<file path="src/rtl/cic_pkg.sv">
// Shared definitions for the CIC decimator sequencer.
//   - sequencer state encoding
//   - default widths / depths and the minimum decimation ratio
package cic_pkg;

  localparam int unsigned RW_DEF     = 8;
  localparam int unsigned DW_DEF     = 10;
  localparam int unsigned DEPTH_DEF  = 4;
  localparam int unsigned NSTAGE_DEF = 3;

  // Ratios below this are coerced up to it, so comb_en can never fire on
  // two consecutive cycles.
  localparam int unsigned MIN_RATIO  = 2;

  typedef enum logic [1:0] {
    ST_IDLE  = 2'd0,
    ST_FLUSH = 2'd1,
    ST_RUN   = 2'd2,
    ST_DRAIN = 2'd3
  } state_t;

endpackage

</file>
<file path="src/rtl/cic_out_fifo.sv">
// DEPTH x DW first-word-fall-through FIFO for decimated comb outputs.
//   clk, reset (async, active low)
//   i_push/i_din  : write side (caller guarantees push only when !full or popping)
//   i_pop         : read side (caller guarantees pop only when !empty)
//   o_dout        : current head word (registered storage)
//   o_empty/o_full: occupancy flags
module cic_out_fifo #(
  parameter int unsigned DW    = 10,
  parameter int unsigned DEPTH = 4
) (
  input  logic          clk,
  input  logic          reset,
  input  logic          i_push,
  input  logic [DW-1:0] i_din,
  input  logic          i_pop,
  output logic [DW-1:0] o_dout,
  output logic          o_empty,
  output logic          o_full
);

  localparam int unsigned AW = $clog2(DEPTH);

  logic [DW-1:0] r_mem [DEPTH];
  logic [AW-1:0] r_wr_ptr;
  logic [AW-1:0] r_rd_ptr;
  logic [AW:0]   r_count;

  always_ff @(posedge clk or negedge reset) begin
    if (!reset) begin
      for (int unsigned i = 0; i < DEPTH; i++) r_mem[i] <= '0;
      r_wr_ptr <= '0;
      r_rd_ptr <= '0;
      r_count  <= '0;
    end else begin
      if (i_push) begin
        r_mem[r_wr_ptr] <= i_din;
        r_wr_ptr        <= r_wr_ptr + 1'b1;
      end
      if (i_pop) r_rd_ptr <= r_rd_ptr + 1'b1;
      case ({i_push, i_pop})
        2'b10:   r_count <= r_count + 1'b1;
        2'b01:   r_count <= r_count - 1'b1;
        default: r_count <= r_count;
      endcase
    end
  end

  assign o_dout  = r_mem[r_rd_ptr];
  assign o_empty = (r_count == '0);
  assign o_full  = (r_count == (AW + 1)'(DEPTH));

endmodule

</file>
<file path="src/rtl/cic_dec_ctrl.sv">
// Sequencer for a 3-stage CIC decimator (integrators at input rate, combs at
// decimated rate). Discards the first NSTAGE decimated outputs after start and
// buffers the rest in an output FIFO with a valid/ready handshake.
//   clk, reset (async, active low)
//   cfg_we/cfg_ratio : decimation ratio write (0/1 coerced to 2)
//   run              : level, decimate while high
//   in_valid         : input sample strobe
//   int_en/int_clr   : integrator advance / clear
//   comb_en/comb_clr : comb advance strobe / clear
//   y_in             : comb output, valid the cycle after comb_en
//   out_valid/out_ready/y_out : downstream handshake, FIFO head
//   busy, overrun (sticky drop flag), out_count (delivered-sample counter)
// Optional: define CIC_DEC_CTRL_STATS_EN to enable out_count; otherwise it is 0.
module cic_dec_ctrl
  import cic_pkg::*;
#(
  parameter int unsigned RW     = RW_DEF,
  parameter int unsigned DW     = DW_DEF,
  parameter int unsigned DEPTH  = DEPTH_DEF,
  parameter int unsigned NSTAGE = NSTAGE_DEF
) (
  input  logic          clk,
  input  logic          reset,
  input  logic          cfg_we,
  input  logic [RW-1:0] cfg_ratio,
  input  logic          run,
  input  logic          in_valid,
  output logic          int_en,
  output logic          int_clr,
  output logic          comb_en,
  output logic          comb_clr,
  input  logic [DW-1:0] y_in,
  output logic          out_valid,
  input  logic          out_ready,
  output logic [DW-1:0] y_out,
  output logic          busy,
  output logic          overrun,
  output logic [15:0]   out_count
);

  localparam int unsigned WW = $clog2(NSTAGE + 2);

  state_t        r_state, w_state_nxt;
  logic [RW-1:0] r_ratio_active, r_ratio_shadow, r_phase;
  logic [WW-1:0] r_warm;
  logic          r_capture_pend, r_overrun;

  logic [RW-1:0] w_ratio_cfg;
  logic          w_int_en, w_comb_en, w_flush;
  logic          w_empty, w_full, w_pop, w_push, w_drop, w_keep;

  assign w_ratio_cfg = (cfg_ratio < RW'(MIN_RATIO)) ? RW'(MIN_RATIO) : cfg_ratio;

  always_ff @(posedge clk or negedge reset) begin
    if (!reset) r_state <= ST_IDLE;
    else        r_state <= w_state_nxt;
  end

  always_comb begin
    w_state_nxt = r_state;
    w_int_en    = 1'b0;
    w_comb_en   = 1'b0;
    w_flush     = 1'b0;
    unique case (r_state)
      ST_IDLE:  if (run) w_state_nxt = ST_FLUSH;
      ST_FLUSH: begin
        w_flush     = 1'b1;
        w_state_nxt = ST_RUN;
      end
      ST_RUN: begin
        // Enables are gated by run so nothing advances in the stopping cycle.
        if (!run) begin
          w_state_nxt = ST_DRAIN;
        end else begin
          w_int_en  = in_valid;
          w_comb_en = in_valid && (r_phase == r_ratio_active - RW'(1));
        end
      end
      ST_DRAIN: if (!r_capture_pend && w_empty) w_state_nxt = ST_IDLE;
      default:  w_state_nxt = ST_IDLE;
    endcase
  end

  // Capture decision: a full FIFO still accepts if the head leaves this cycle.
  assign w_pop  = !w_empty && out_ready;
  assign w_keep = r_capture_pend && (r_warm == '0);
  assign w_push = w_keep && (!w_full || w_pop);
  assign w_drop = w_keep && w_full && !w_pop;

  always_ff @(posedge clk or negedge reset) begin
    if (!reset) begin
      r_ratio_active <= RW'(MIN_RATIO);
      r_ratio_shadow <= RW'(MIN_RATIO);
      r_phase        <= '0;
      r_warm         <= '0;
      r_capture_pend <= 1'b0;
      r_overrun      <= 1'b0;
    end else begin
      if (cfg_we) begin
        r_ratio_shadow <= w_ratio_cfg;
        if (r_state == ST_IDLE) r_ratio_active <= w_ratio_cfg;
      end
      if (w_flush) begin
        r_phase <= '0;
        r_warm  <= WW'(NSTAGE);
      end else if (w_int_en) begin
        if (w_comb_en) begin
          r_phase        <= '0;
          r_ratio_active <= r_ratio_shadow;
        end else begin
          r_phase <= r_phase + RW'(1);
        end
      end
      if (r_capture_pend && (r_warm != '0)) r_warm <= r_warm - WW'(1);
      r_capture_pend <= w_comb_en;
      // A drop in the same cycle as a clear leaves the flag set.
      if (cfg_we || w_flush) r_overrun <= 1'b0;
      if (w_drop)            r_overrun <= 1'b1;
    end
  end

  cic_out_fifo #(
    .DW    (DW),
    .DEPTH (DEPTH)
  ) u_fifo (
    .clk     (clk),
    .reset   (reset),
    .i_push  (w_push),
    .i_din   (y_in),
    .i_pop   (w_pop),
    .o_dout  (y_out),
    .o_empty (w_empty),
    .o_full  (w_full)
  );

`ifdef CIC_DEC_CTRL_STATS_EN
  logic [15:0] r_out_count;
  always_ff @(posedge clk or negedge reset) begin
    if (!reset)     r_out_count <= '0;
    else if (w_flush) r_out_count <= '0;
    else if (w_pop) r_out_count <= r_out_count + 16'd1;
  end
  assign out_count = r_out_count;
`else
  assign out_count = '0;
`endif

  assign int_en    = w_int_en;
  assign comb_en   = w_comb_en;
  assign int_clr   = w_flush;
  assign comb_clr  = w_flush;
  assign out_valid = !w_empty;
  assign busy      = (r_state != ST_IDLE);
  assign overrun   = r_overrun;

endmodule

</file>
<file path="config.mk">
export PLATFORM = sky130hd
export DESIGN_NAME = cic_dec_ctrl
export DESIGN_NICKNAME = d
export VERILOG_FILES = /design/src/rtl/cic_pkg.sv /design/src/rtl/cic_out_fifo.sv /design/src/rtl/cic_dec_ctrl.sv
export SDC_FILE = /design/constraint.sdc
export NUM_CORES = 1
export LEC_CHECK = 0
export CORE_UTILIZATION = 41
export DETAILED_ROUTE_END_ITERATION = 8
export HOLD_SLACK_MARGIN = 0.05
export SKIP_LAST_GASP = 1
export SLEW_MARGIN = 30
export SYNTH_ARGS = -nofsm -noshare
export SYNTH_HDL_FRONTEND = slang
export SYNTH_HIERARCHICAL = 1
export SYNTH_SLANG_ARGS = --single-unit
</file>
<file path="constraint.sdc">
create_clock -name clk -period 7.35 [get_ports clk]
set_clock_uncertainty 0.1 [all_clocks]
set_input_delay 1.47 -clock clk [delete_from_list [all_inputs] [get_ports clk]]
set_output_delay 1.47 -clock clk [all_outputs]
set_load 0.02 [all_outputs]
</file>
# After elaboration in Yosys (flattened, before gate mapping)
# Cells that the tools add are included.
# totals
ff_bits,78
inputBits,24
out_inout_bits,33
wordCells,91
# classes
n_addsub,7
n_lt_le_gt_ge,4
eq_ne,10
muxes,29
bitwise_logic,2
n_reduce_logical,25
# ops
operator,count
$mux 8,9
$bwmux 40,1
$mux 10,3
$bmux 10 s2,1
$demux 10 s2,1
$reduce_bool 2->1,5
$logic_and 1x1->1,9
$add 8x1->8 const B,1
$eq 8x8->1,1
$lt 8x2->1 const B,1
$pmux 2 s4,1
$sub 8x1->8 const B,1
$mux 1,7
$eq 2x2->1 const B,3
$ge 3x3->1 const B,2
$logic_not 3->1,2
$mux 2,3
$mux 3,2
$ne 2x2->1 const B,3
$not 2->3,2
$pmux 3 s2,1
$sub 3x1->3 const B,2
$add 2x1->2 const B,2
$eq 2x1->1 const B,2
8 further kinds,12

# Logic depth before layout (Yosys ltp)
# Gate-level depths: netlist (run 1).
# logic_depth
ltp_word,8
mapped_depth,12
mapped_depth_nobuf,11

# Hierarchy
# The synthesis (run 1) kept the hierarchy.
# modules_own_cells
module,n_inst,cells_per_inst,area_per_inst_um2,seq_area_each_um2
cic_out_fifo,1,129,2103.3,1176.1
cic_dec_ctrl,1,188,1936.9,778.2

# Worst setup path after synthesis (run 1)
# No wires, ideal clock.
# synth_timing
path_kind,input-to-output
start,input port run
end,output port comb_en
arrival_time_ns,2.575
setup_slack_ns,3.205
cell_stages,6
path_cell_list,nand3_1 -> nor3_1 -> o2111ai_1 -> or3_1 -> buf_2 -> inv_1
# synth_via
elab_chain_cells,2
# synth_lines
item,line,rtl
start: declaration,cic_dec_ctrl.sv:26,"input logic run,"
$mux 1,cic_dec_ctrl.sv:72,if (!run) begin
$mux 1,cic_dec_ctrl.sv:64,unique case (r_state)
end: declaration,cic_dec_ctrl.sv:30,"output logic comb_en,"
# Every way passes these cells.

# Worst setup path after layout (run 1)
# Ends and elaborated chain as after synthesis.

==> results of run 1 <==
==> where the power goes <==
| part | internal, mW | switching, mW | leakage (nW) | total, mW |
|---|---|---|---|---|
| clock network | 0.126 | 0.169 | 0.0824 | 0.294 |
| registers | 0.483 | 0.0830 | 1.02 | 0.566 |
| logic | 0.190 | 0.181 | 1.07 | 0.371 |
| total | 0.798 | 0.433 | 2.17 | 1.23 |
==> cell type report <==
class / count / area, um2
Multi-Input combinational cell: 211 / 1902
Clock buffer: 9 / 123.9
Sequential cell: 78 / 1954
Inverter: 20 / 75.07
Fill cell: 847 / 4696
Clock inverter: 7 / 57.56
Timing Repair Buffer: 40 / 401.6
Tap cell: 129 / 161.4
==> kinds of logic (layout without fill, tap and decap cells) <==
logic type / after synthesis / in the layout / share of synthesized area, %
flip-flops: 78 / 78 / 48.37
multiplexers: 71 / 71 / 22.73
AND/OR/NAND/NOR: 55 / 55 / 7.712
buffers and inverters: 43 / 76 / 5.946
AO/OA/AOI/OAI: 30 / 30 / 5.110
XOR/XNOR: 24 / 24 / 5.203
adder cells (fa/ha/maj): 15 / 15 / 4.831
other: 1 / 16 / 0.09282
==> state kept, by name (all words and copies together), names as in the netlist <==
signal	flops
u_fifo/r_mem	40
r_phase	8
r_ratio_active	8
r_ratio_shadow	8
r_warm	3
u_fifo/r_count	3
r_state	2
u_fifo/r_rd_ptr	2
u_fifo/r_wr_ptr	2
overrun	1
r_capture_pend	1
==> metrics by stage <==
step	utilization, %	instances	hold slack, ps	setup WS, ps
6_report	49.89	494	398.4	2000
5_1_grt	49.89	494	421.6	1830
4_1_cts	49.89	494	394.1	1983
3_5_place_dp	47.96	478	379.1	1979
3_3_place_gp	47.92	478	380.7	2050
2_1_floorplan	-	332	357.0	3205
==> cell usage in the layout (no fill, tap or decap), drive strengths merged, types with 3 or more instances in the layout <==
cell type and count:
clkdlybuf4s50 39, conb 16, clkbuf 9, nand3 7
xnor2 16, clkinvlp 3, inv 22, a32o 6
dfrtp 76, mux4 10, nor3 7, mux2 60
nand2 18, nor2 9, xor2 8, ha 14
nor4 3, o21ai 13, a21oi 5
==> worst max-delay path, stage by stage <==
cell,delay (ps)
clkdlybuf4s50_1,490
nand3_1,180
nor3_1,290
o2111ai_1,130
or3_1,470
inv_1,140
clkdlybuf4s50_1,610
==> how the worst max path moves through the flow <==
| stage | to | slack, ps | cells after the start |
|---|---|---|---|
| 6_report | comb_en | 2000 | 7 |
| 5_1_grt | comb_en | 1830 | 7 |
| 4_1_cts | comb_en | 1980 | 7 |
| 3_5_place_dp | comb_en | 1980 | 7 |
| 3_3_place_gp | comb_en | 2050 | 7 |
| 2_1_floorplan | comb_en | 3200 | 6 |
==> per-layer routing <==
layer	routed length (um)	share of wire [%]
met1	3658	51
met2	3162	44
met3	249	3.5
met4	134	1.9
met5	0	0
==> impl_metrics.toml, run 1 <==
[outcome]
status = "complete, no violations"

[timing]
worst_slew_pin_slew_ps = 739.3
finalHoldViolCount = 0
fin_crit_ps = 5350
fmax_ghz = 0.1869
finalSetupViolations = 0
relSlewSlack_pct = 50.71
finalSetupTns_ps = 0
drv_slew = 0
fin_crit_sh_pct = 72.79
rsz0062_at_grt = "false"

[logic_synthesis]
synth_flop_cell = "dfrtp_1"
synth.area.top_cells = "dfrtp_1 (47%), mux2_2 (17%), mux4_2 (4.5%)"
ys_warn_count = 6
ys_types = 43
yosys.area.top_type = "dfrtp_1"
syn_inst = 317
synth_area_um2 = 4040
synth_enable_flop_cells = 0
seq_area_frac_synth_pct = 48.37
ys_ff_latch = 78
async_flop_share_pct = 100.0
synth_top_area_share_pct = 47.07
synthTopCellsByCount = "dfrtp_1 (76), mux2_2 (60), inv_1 (20), buf_4 (18), xnor2_1 (16)"
synth_area_per_cell_um2 = 12.74
yosysMostFrequentCell = "dfrtp_1"

[floorplanning]
core_um2 = 9371
initial_core_util_pct = 43.11
dieArea_um2 = 10250
die_h_um = 101.3
num_rows = 35
fp.dieW_um = 101.3
boundaryPins = 57

[grt]
grtUsageTotal_pct = 15.97
grt_use_met3_pct = 2.899
grt_util_met1_pct = 23.03
antenna_found_initial = 0
grt_overflow = 0
met2_usage_pct = 23.76
top_usage_layer = "met2"
grt_pass1_vias = 2505
grt_pass1_wl_um = 12410
grt_start_max_net_pins = 79

[setup_path]
cp-end-kind = "primary output"
r2r_start = "r_ratio_active[1]"
worst-setup-path-type = "input pin to primary output"
ff2ff_setup_slack_ps = 4490
r2r-end = "r_ratio_active[0]"
reg2regPathDepth = 7
path_max_fanout = 9
crit_arrival_ps = 3780
startpoint = "run"
start_kind = "input pin"
cp.required_ps = 5780

[cts]
clock_latency_ps = 350
clock-sinks = 78
cts_buffers = 9
path_clk_slew_ps = 70
root_buffer = "clkbuf_8"
cts_resized = 0
ctsHoldBuffers = 0
post_cts_buffers = 0
cts-htree-levels = 3
cts_tree = "yes"
clock_path_buffers = 2

[routing]
ant_nets = 0
dr.pass1.iters = 4
vias_per_cell = 4.998
wl_per_cell_um = 14.59
totalWireLength_um = 7205
drcViolationCount = 0
drt-initial-drc-count = 64
vias = 2469

[power_and_ir_drop]
ir_worst_vdd_uv = 86.77
leakage_nw = 2.170
p_per_area_nw_per_um2 = 263.2
total_power_mw = 1.231

[placement]
port_buffers = 40
dp_hpwl_um = 4917
gp_congestion = 0.7732
dpl_cell_area_um2 = 4494

[final_layout]
final_design_area_no_fill_um2 = 4676
drive_gt1_share_pct = 26.58
area_delta_synth_final_pct = 15.73
num_antenna_cells = 0
fin_nets = 399

[min_path]
hold_class = "register to register"
hold_depth = 2
min_to = "r_ratio_shadow[1]"
min_from = "r_ratio_shadow[1]"

[job]
maxCapViolCount = 0
Note: power is estimated with default switching activity, not from simulation.
==> inputs of run 2 (changes only) <==
Settings changed: PLACE_DENSITY set to 0.65.
Clock period 7.35 ns to 4.3 ns, I/O delays scaled along.
==> impl_metrics.toml, run 2 (same netlist as run 1, synthesis figures left out) <==
[floorplanning]
dieArea_um2 = 10250
boundaryPins = 57
initial_core_util_pct = 43.11
die_h_um = 101.3
num_rows = 35
core_um2 = 9371
fp.dieW_um = 101.3

[timing]
relSlewSlack_pct = 51.67
drv_slew = 0
rsz0062_at_grt = "false"
fmax_ghz = 0.2517
finalSetupTns_ps = 0
fin_crit_sh_pct = 92.40
worst_slew_pin_slew_ps = 724.9
fin_crit_ps = 3973
finalSetupViolations = 0
finalHoldViolCount = 0

[grt]
grt_start_max_net_pins = 46
antenna_found_initial = 0
grtUsageTotal_pct = 16.23
grt_pass1_vias = 2567
grt_overflow = 0
grt_pass1_wl_um = 12640

[cts]
clock_latency_ps = 350
cts_tree = "yes"
cts_buffers = 9
cts_resized = 0
ctsHoldBuffers = 0
clock-sinks = 78
post_cts_buffers = 0
path_clk_slew_ps = 80
clock_path_buffers = 2
root_buffer = "clkbuf_8"
cts-htree-levels = 3

[final_layout]
multi_input_area_um2 = 1902
largest_reg_flops = 40
layout_commonest_cell = "dfrtp_1"
area_delta_synth_final_pct = 17.16
final_design_area_no_fill_um2 = 4733
drive_gt1_share_pct = 27.57
final_cell_mix = "dfrtp_1 (76), mux2_2 (60), clkdlybuf4s50_1 (39)"
num_antenna_cells = 0
final_core_util_pct = 50.51
seqCellArea_um2 = 1954
fill_cells = 842
regMostFlops = "u_fifo/r_mem"
fin_nets = 404

[setup_path]
cp.required_ps = 3340
cp-end-kind = "primary output"
worst-setup-path-type = "register to primary output"
r2r_start = "r_ratio_active[1]"
ff2ff_setup_slack_ps = 1500
path_max_fanout = 5
crit_arrival_ps = 3010
start_kind = "register"
r2r-end = "r_ratio_active[6]"
reg2regPathDepth = 7

[power_and_ir_drop]
ir_worst_vdd_uv = 172.0
p_per_area_nw_per_um2 = 450.6
leakage_nw = 2.207

[routing]
totalWireLength_um = 7304
wl_per_cell_um = 14.64
vias = 2460
drcViolationCount = 0
dr.pass1.iters = 4
vias_per_cell = 4.930
ant_nets = 0
drt-initial-drc-count = 116

[placement]
dpl_cell_area_um2 = 4548
gp_congestion = 0.7305
port_buffers = 40
dp_hpwl_um = 5125

[outcome]
status = "complete, no violations"

[min_path]
hold_class = "input pin to async pin"

[job]
maxCapViolCount = 0
## run 2: metrics by stage
stage	hold WS [ps]	power, mW	worst slack (ps)	instances
after floorplan	357.0	1.461	1183	332
after global placement	376.5	1.614	412.2	482
after detailed placement	377.4	1.635	362.6	483
after CTS	350.0	2.165	287.7	499
after global routing	363.4	2.286	184.2	499
final	358.9	2.133	326.7	499
## run 2: area by class of cell
cell class / instances / share of cell area, %
clock buffers: 9 / 2.617
inverters: 20 / 1.586
multi-input cells: 211 / 40.18
well taps: 129 / 3.410
repair buffers: 45 / 9.622
clock inverters: 7 / 1.295
flip-flops and latches: 78 / 41.29
## run 2: report_power, final
| part | internal (mW) | switching [mW] | leakage, nW |
|---|---|---|---|
| logic | 0.329 | 0.312 | 1.10 |
| clock network | 0.222 | 0.301 | 0.0892 |
| registers | 0.825 | 0.144 | 1.02 |
## run 2: worst max-delay path by stage
| stage | endpoint | slack [ps] | start | cells after the start |
|---|---|---|---|---|
| 3_5_place_dp | comb_en | 360 | run | 7 |
| 3_3_place_gp | comb_en | 410 | run | 7 |
| 4_1_cts | comb_en | 290 | r_ratio_active[1] | 8 |
| 6_report | comb_en | 330 | r_ratio_active[1] | 8 |
| 2_1_floorplan | comb_en | 1180 | r_ratio_active[1] | 8 |
| 5_1_grt | comb_en | 180 | r_ratio_active[1] | 8 |
## run 2: layer usage
layer	share of wire (%)	wire, um	track usage [%]	vias up
met5	0	0	0	-
met4	1.6	116	6.689	0
met3	4.0	294	2.830	9
met2	46	3395	25.80	60
met1	48	3498	22.09	1207
li1	-	-	-	1184
## run 2: worst max-delay path: stages (launching register included)
cell             delay (ps)
dfstp_2                 570
inv_1                    50
ha_1                    180
nor3b_1                 150
xnor2_1                 120
or3b_2                  510
or3_1                   410
inv_1                    90
clkdlybuf4s50_1         600
==> variant 1, RTL diff (flow settings as in run 1) <==
Encoding of `state_t`: now one-hot (4 bits for 4 states).
--- a/src/rtl/cic_pkg.sv
+++ b/src/rtl/cic_pkg.sv
@@ -13,9 +13,9 @@
   localparam int unsigned MIN_RATIO  = 2;
 
-  typedef enum logic [1:0] {
-    ST_IDLE  = 2'd0,
-    ST_FLUSH = 2'd1,
-    ST_RUN   = 2'd2,
-    ST_DRAIN = 2'd3
+  typedef enum logic [3:0] {
+    ST_IDLE  = 4'b0001,
+    ST_FLUSH = 4'b0010,
+    ST_RUN   = 4'b0100,
+    ST_DRAIN = 4'b1000
   } state_t;
 
Formal check against the unedited RTL: no difference found for any inputs over 4 cycles, from zero or initial values and one cycle with reset low; so few cycles prove little.
==> variant 1 against run 1 <==
  * Wire length is 4.8% higher
  * Area after synthesis is 2.7% higher
  * Critical path depth is 1 lower
  * First-iteration DRC count is 13% lower
  * Setup slack better by 0.34 ns
  * Total power is 9.4% higher
  * Final area is 3.0% higher
  * Combinational power is 3% higher
  * Final cell count is 4.0% higher
  * Sequential cell count is 2 higher
  * Critical path type unchanged
  * Critical endpoint unchanged
  * Highest routed layer unchanged
==> variant 1: results (changes against run 1) <==
drt-initial-drc-count: 56  # -13%
synth_xor_xnor_area_share: 0.04223  # -0.009796
grt_pass1_wl_um: 12720  # +2.4%
synthFlopType: "dfrtp_1"
synthTopCellsByCount: "dfrtp_1 (77), mux2_2 (59), nand2_1 (19), buf_4 (18), inv_1 (18)"
post_drt_wl_per_cell_um: 14.69  # +0.70%
cts_setup_buffers: 0  # unchanged
async_reset_ff_frac: 1.000  # unchanged
relSlewSlack: 0.5085  # +0.001378
switchingPower_uw: 453.0  # +4.7%
cts_max_level: 3  # unchanged
antenna_found_initial: 0  # unchanged
top_register: "u_fifo/r_mem"
grt_max_degree: 81  # +2.5%
postSynthCellCount: 334  # +5.4%
muxShareOfSynthArea: 0.2247  # -0.002579
placedCellCount: 498  # +4.2%
gp_congestion: 0.7271  # -6.0%
synthAdderAreaFrac: 0.03198  # -0.01634
hold_start: "u_fifo/r_count[2]"
yosys.cell_types.count: 50  # +16%
first_pass_iters: 4  # unchanged
critPathMaxFanout: 5  # -4
final_cells: 514  # +4.0%
synth_compound_area_frac: 0.05762  # +0.006517
synth_seq_area_share: 0.4836  # about the same
n_antenna_cell: 0  # unchanged
largest_reg_flops: 40  # unchanged
port-buffer-count: 40  # unchanged
r2r-start: "r_warm[0]"
clk-insertion-delay-late_ns: 0.34
cts.root.buffer_cell: "clkbuf_8"
outcome: "completed"
fill_cells: 935  # +10%
place.detailed.hpwl_um: 5044  # +2.6%
numCtsBuffers: 9  # unchanged
clock_path_buffers: 2  # unchanged
leakagePower_uw: 0.002197  # +1.2%
synth_area_leaders: "dfrtp_1 (46%), mux2_2 (16%), mux4_2 (4.3%)"
num_vias: 2568  # +4.0%
nNetsFinal: 410  # +2.8%
first_global_vias: 2523  # +0.72%
grt_use_total: 0.1576  # -0.002156
yosys_warnings: 6  # unchanged
peakVddDrop_uv: 104.2  # +20%
layout-drive-gt1-share: 0.2572  # -0.008536
==> variant 1: changes by cell type in the layout (fill, tap and decap cells not counted), sizes merged, moves of 3 or more <==
| cell | run 1 | this run |
|---|---|---|
| a32o | 6 | 0 |
| xnor2 | 16 | 10 |
| a211oi | 0 | 5 |
| ha | 14 | 9 |
| nand2 | 18 | 23 |
| nor3 | 7 | 12 |
| nand2b | 1 | 5 |
| a21oi | 5 | 8 |
| inv | 22 | 19 |
==> variant 1: layout make-up <==
cell class,count,share of cell area
Sequential cell,80,0.4165
Multi-Input combinational cell,225,0.4027
Timing Repair Buffer,42,0.08652
Tap cell,133,0.03455
Clock buffer,10,0.02650
Clock inverter,6,0.01923
Inverter,18,0.01403
==> variant 1: metal layers <==
metal | share of wire | track usage | vias up
met5 | 0 | 0 | -
met4 | 0.011 | 0.05604 | 0
met3 | 0.023 | 0.02644 | 6
met2 | 0.47 | 0.2431 | 41
met1 | 0.50 | 0.2240 | 1286
li1 | - | - | 1235
==> variant 1: power by group through the flow <==
stage	Sequential (µW)	Clock [µW]	Combinational, µW
3_3_place_gp	615	0	372
4_1_cts	606	369	388
2_1_floorplan	558	0	339
5_1_grt	623	389	425
6_report	606	359	381
3_5_place_dp	614	0	382
==> variant 1: worst paths after layout <==
kind	to	slack, ns	cells past startpoint
min in group asynchronous	u_fifo/r_mem[27]	1.05	1
max	comb_en	2.34	6
min reg2reg	u_fifo/r_count[2]	0.39	1
max in group asynchronous	r_capture_pend	5.58	1
max reg2reg	u_fifo/r_count[2]	4.52	12
min	u_fifo/r_count[2]	0.39	1
==> variant 1: worst max-delay path: stages <==
cell,delay [ns]
clkdlybuf4s50_1,0.53
nand3_1,0.22
nor2_8,0.20
o2111ai_4,0.14
a211oi_4,0.24
clkdlybuf4s50_1,0.63
==> variant 1: cells by family after synthesis <==
family                   count (synthesis)
AO/OA/AOI/OAI                           33
XOR/XNOR                                20
other                                    1
adder cells (fa/ha/maj)                 10
buffers and inverters                   44
multiplexers                            72
flip-flops                              80
AND/OR/NAND/NOR                         74
==> variant 1: stage by stage <==
stage / setup slack [ns] / total power, µW / cell area [µm²] / hold slack (ns)
floorplan: 3.160 / 897.3 / 4204 / 0.3570
global placement: 2.364 / 987.4 / 4592 / 0.3795
detailed placement: 2.334 / 996.8 / 4596 / 0.3800
CTS: 2.329 / 1364 / 4816 / 0.3908
global route: 2.238 / 1437 / 4816 / 0.4166
finish: 2.343 / 1346 / 4816 / 0.3861
==> variant 2, RTL diff (config.mk and constraints of run 1) <==
Made on the original files. The package constant `RW_DEF` goes from 8 to 9.
--- a/src/rtl/cic_pkg.sv
+++ b/src/rtl/cic_pkg.sv
@@ -4,5 +4,5 @@
 package cic_pkg;
 
-  localparam int unsigned RW_DEF     = 8;
+  localparam int unsigned RW_DEF     = 9;
   localparam int unsigned DW_DEF     = 10;
   localparam int unsigned DEPTH_DEF  = 4;
Interface: changed (resized cfg_ratio); port bits go from 57 to 58. The function was not compared with the original's and may differ.
==> variant 2 against run 1 <==
  * Wire length increased by 12%
  * Area after synthesis rose by 6.6%
  * Die area grew 6.5%
  * Setup slack got worse by 0.17 ns
  * Worst hold slack got worse by 0.0027 ns
  * Final area up 5.2%
  * Total power up 5.5%
  * Synthesized cell count increased by 11%
  * Clock power is 2% higher
  * Sequential cell count up 3
  * Critical endpoint unchanged
  * Highest routed layer unchanged
==> variant 2: results (changes against run 1) <==
outcome: "completed"
post_drt_wl_per_cell_um: 15.16  # +3.9%
synth_area_leaders: "dfrtp_1 (46%), mux2_2 (16%), mux4_2 (4.2%)"
clock_path_buffers: 2  # unchanged
whs_path_depth: 2  # unchanged
grt_max_degree: 82  # +3.8%
port-buffer-count: 41  # +2.5%
via_per_inst: 5.068  # +1.4%
ctsResizeCount: 0  # unchanged
grt_pass1_wl_um: 13460  # +8.4%
first_pass_iters: 4  # unchanged
grt_use_total: 0.1561  # -0.003575
final_cells: 530  # +7.3%
leakagePower_uw: 0.002274  # +4.8%
fill_cells: 948  # +12%
critPathCapture: "comb_en"
peakVddDrop_uv: 108.2  # +25%
postSynthCellCount: 352  # +11%
ff2ff_path_depth: 8  # +1
numCtsBuffers: 9  # unchanged
yosys.cell_types.count: 45  # +4.7%
cts_max_level: 3  # unchanged
cpPeakStageDelay_ns: 0.67  # +0.06 ns
n_antenna_cell: 0  # unchanged
clk_pin_slew_ns: 0.08
initial_core_util: 0.4192  # -0.01195
synthTopCellsByCount: "dfrtp_1 (79), mux2_2 (62), buf_4 (18), inv_1 (18), xor2_1 (17)"
cp.arrival_ns: 3.95  # +0.17 ns
drt-initial-drc-count: 74  # +16%
r2r_setup_slack_ns: 4.51  # +0.02 ns
synth_seq_area_share: 0.4711  # -0.01264
r2r-end: "r_ratio_active[8]"
nNetsFinal: 429  # +7.5%
worst_pin_slew_ns: 0.7568  # +0.01754 ns
layout-drive-gt1-share: 0.2462  # -0.01956
slowest_stage: "clkdlybuf4s50_1"
placedCellCount: 514  # +7.5%
r2r-start: "r_ratio_active[1]"
critPathMaxFanout: 11  # +2
place.detailed.hpwl_um: 5474  # +11%
first_global_vias: 2711  # +8.2%
placed_area_mm2: 0.004740  # +5.5%
antenna_found_initial: 0  # unchanged
gp_congestion: 0.8202  # +6.1%
[variant 2: changes by cell type in the layout (fill, tap and decap cells not counted), moves of 5 or more]
cell / change
xnor2_1: -8
nor3_1: +7
a32o_1: -6
xor2_1: +9
nand4_1: +5
[variant 2: per-layer routing]
metal	global-route usage	share of wire	up-vias
met5	0	0	-
met4	0.03980	0.0096	0
met3	0.04762	0.039	8
met2	0.2635	0.50	41
met1	0.1939	0.45	1357
li1	-	-	1280
[variant 2: layout make-up]
cell class	instances	area, µm²	share of cell area
Sequential cell	81	2029	0.4125
Inverter	19	71.32	0.01450
Clock buffer	11	141.4	0.02874
Multi-Input combinational cell	237	2057	0.4181
Timing Repair Buffer	41	411.6	0.08367
Clock inverter	5	38.79	0.007884
Tap cell	136	170.2	0.03459
[variant 2: logic make-up after synthesis]
logic type / Yosys count / share of synthesized area
compound gates: 35 / 0.05722
simple gates: 71 / 0.08713
mux: 75 / 0.2231
buf+inv: 49 / 0.06447
xor+xnor: 25 / 0.05083
flops: 81 / 0.4711
other cells: 1 / 0.0008705
fa+ha+maj: 15 / 0.04531
[variant 2: power by group]
part / leakage [µW] / internal [µW] / switching, µW / total, µW
clock network: 0.0000903 / 135 / 166 / 300
logic: 0.00113 / 199 / 197 / 396
registers: 0.00106 / 502 / 101 / 603
[variant 2: worst min-delay path by stage]
stage                                  from           endpoint  slack, ns
after floorplan           u_fifo/r_count[2]  u_fifo/r_count[2]       0.36
after global placement    r_ratio_shadow[1]  r_ratio_shadow[1]       0.38
after detailed placement  r_ratio_shadow[1]  r_ratio_shadow[1]       0.38
after CTS                 r_ratio_shadow[1]  r_ratio_shadow[1]       0.40
after global routing      r_ratio_shadow[1]  r_ratio_shadow[1]       0.40
final                     r_ratio_shadow[1]  r_ratio_shadow[1]       0.40
[variant 2: per-stage QoR]
step	hold WS (ns)	worst slack [ns]
after floorplan	0.3570	3.125
after global placement	0.3763	1.904
after detailed placement	0.3839	1.837
after CTS	0.3995	1.810
after global routing	0.4040	1.676
final	0.3957	1.830
[variant 2: worst max-delay path: cells and delay by family]
family	cells	cell delay, ns
simple gates	2	0.32
compound gates	2	0.76
buf+inv	3	1.39
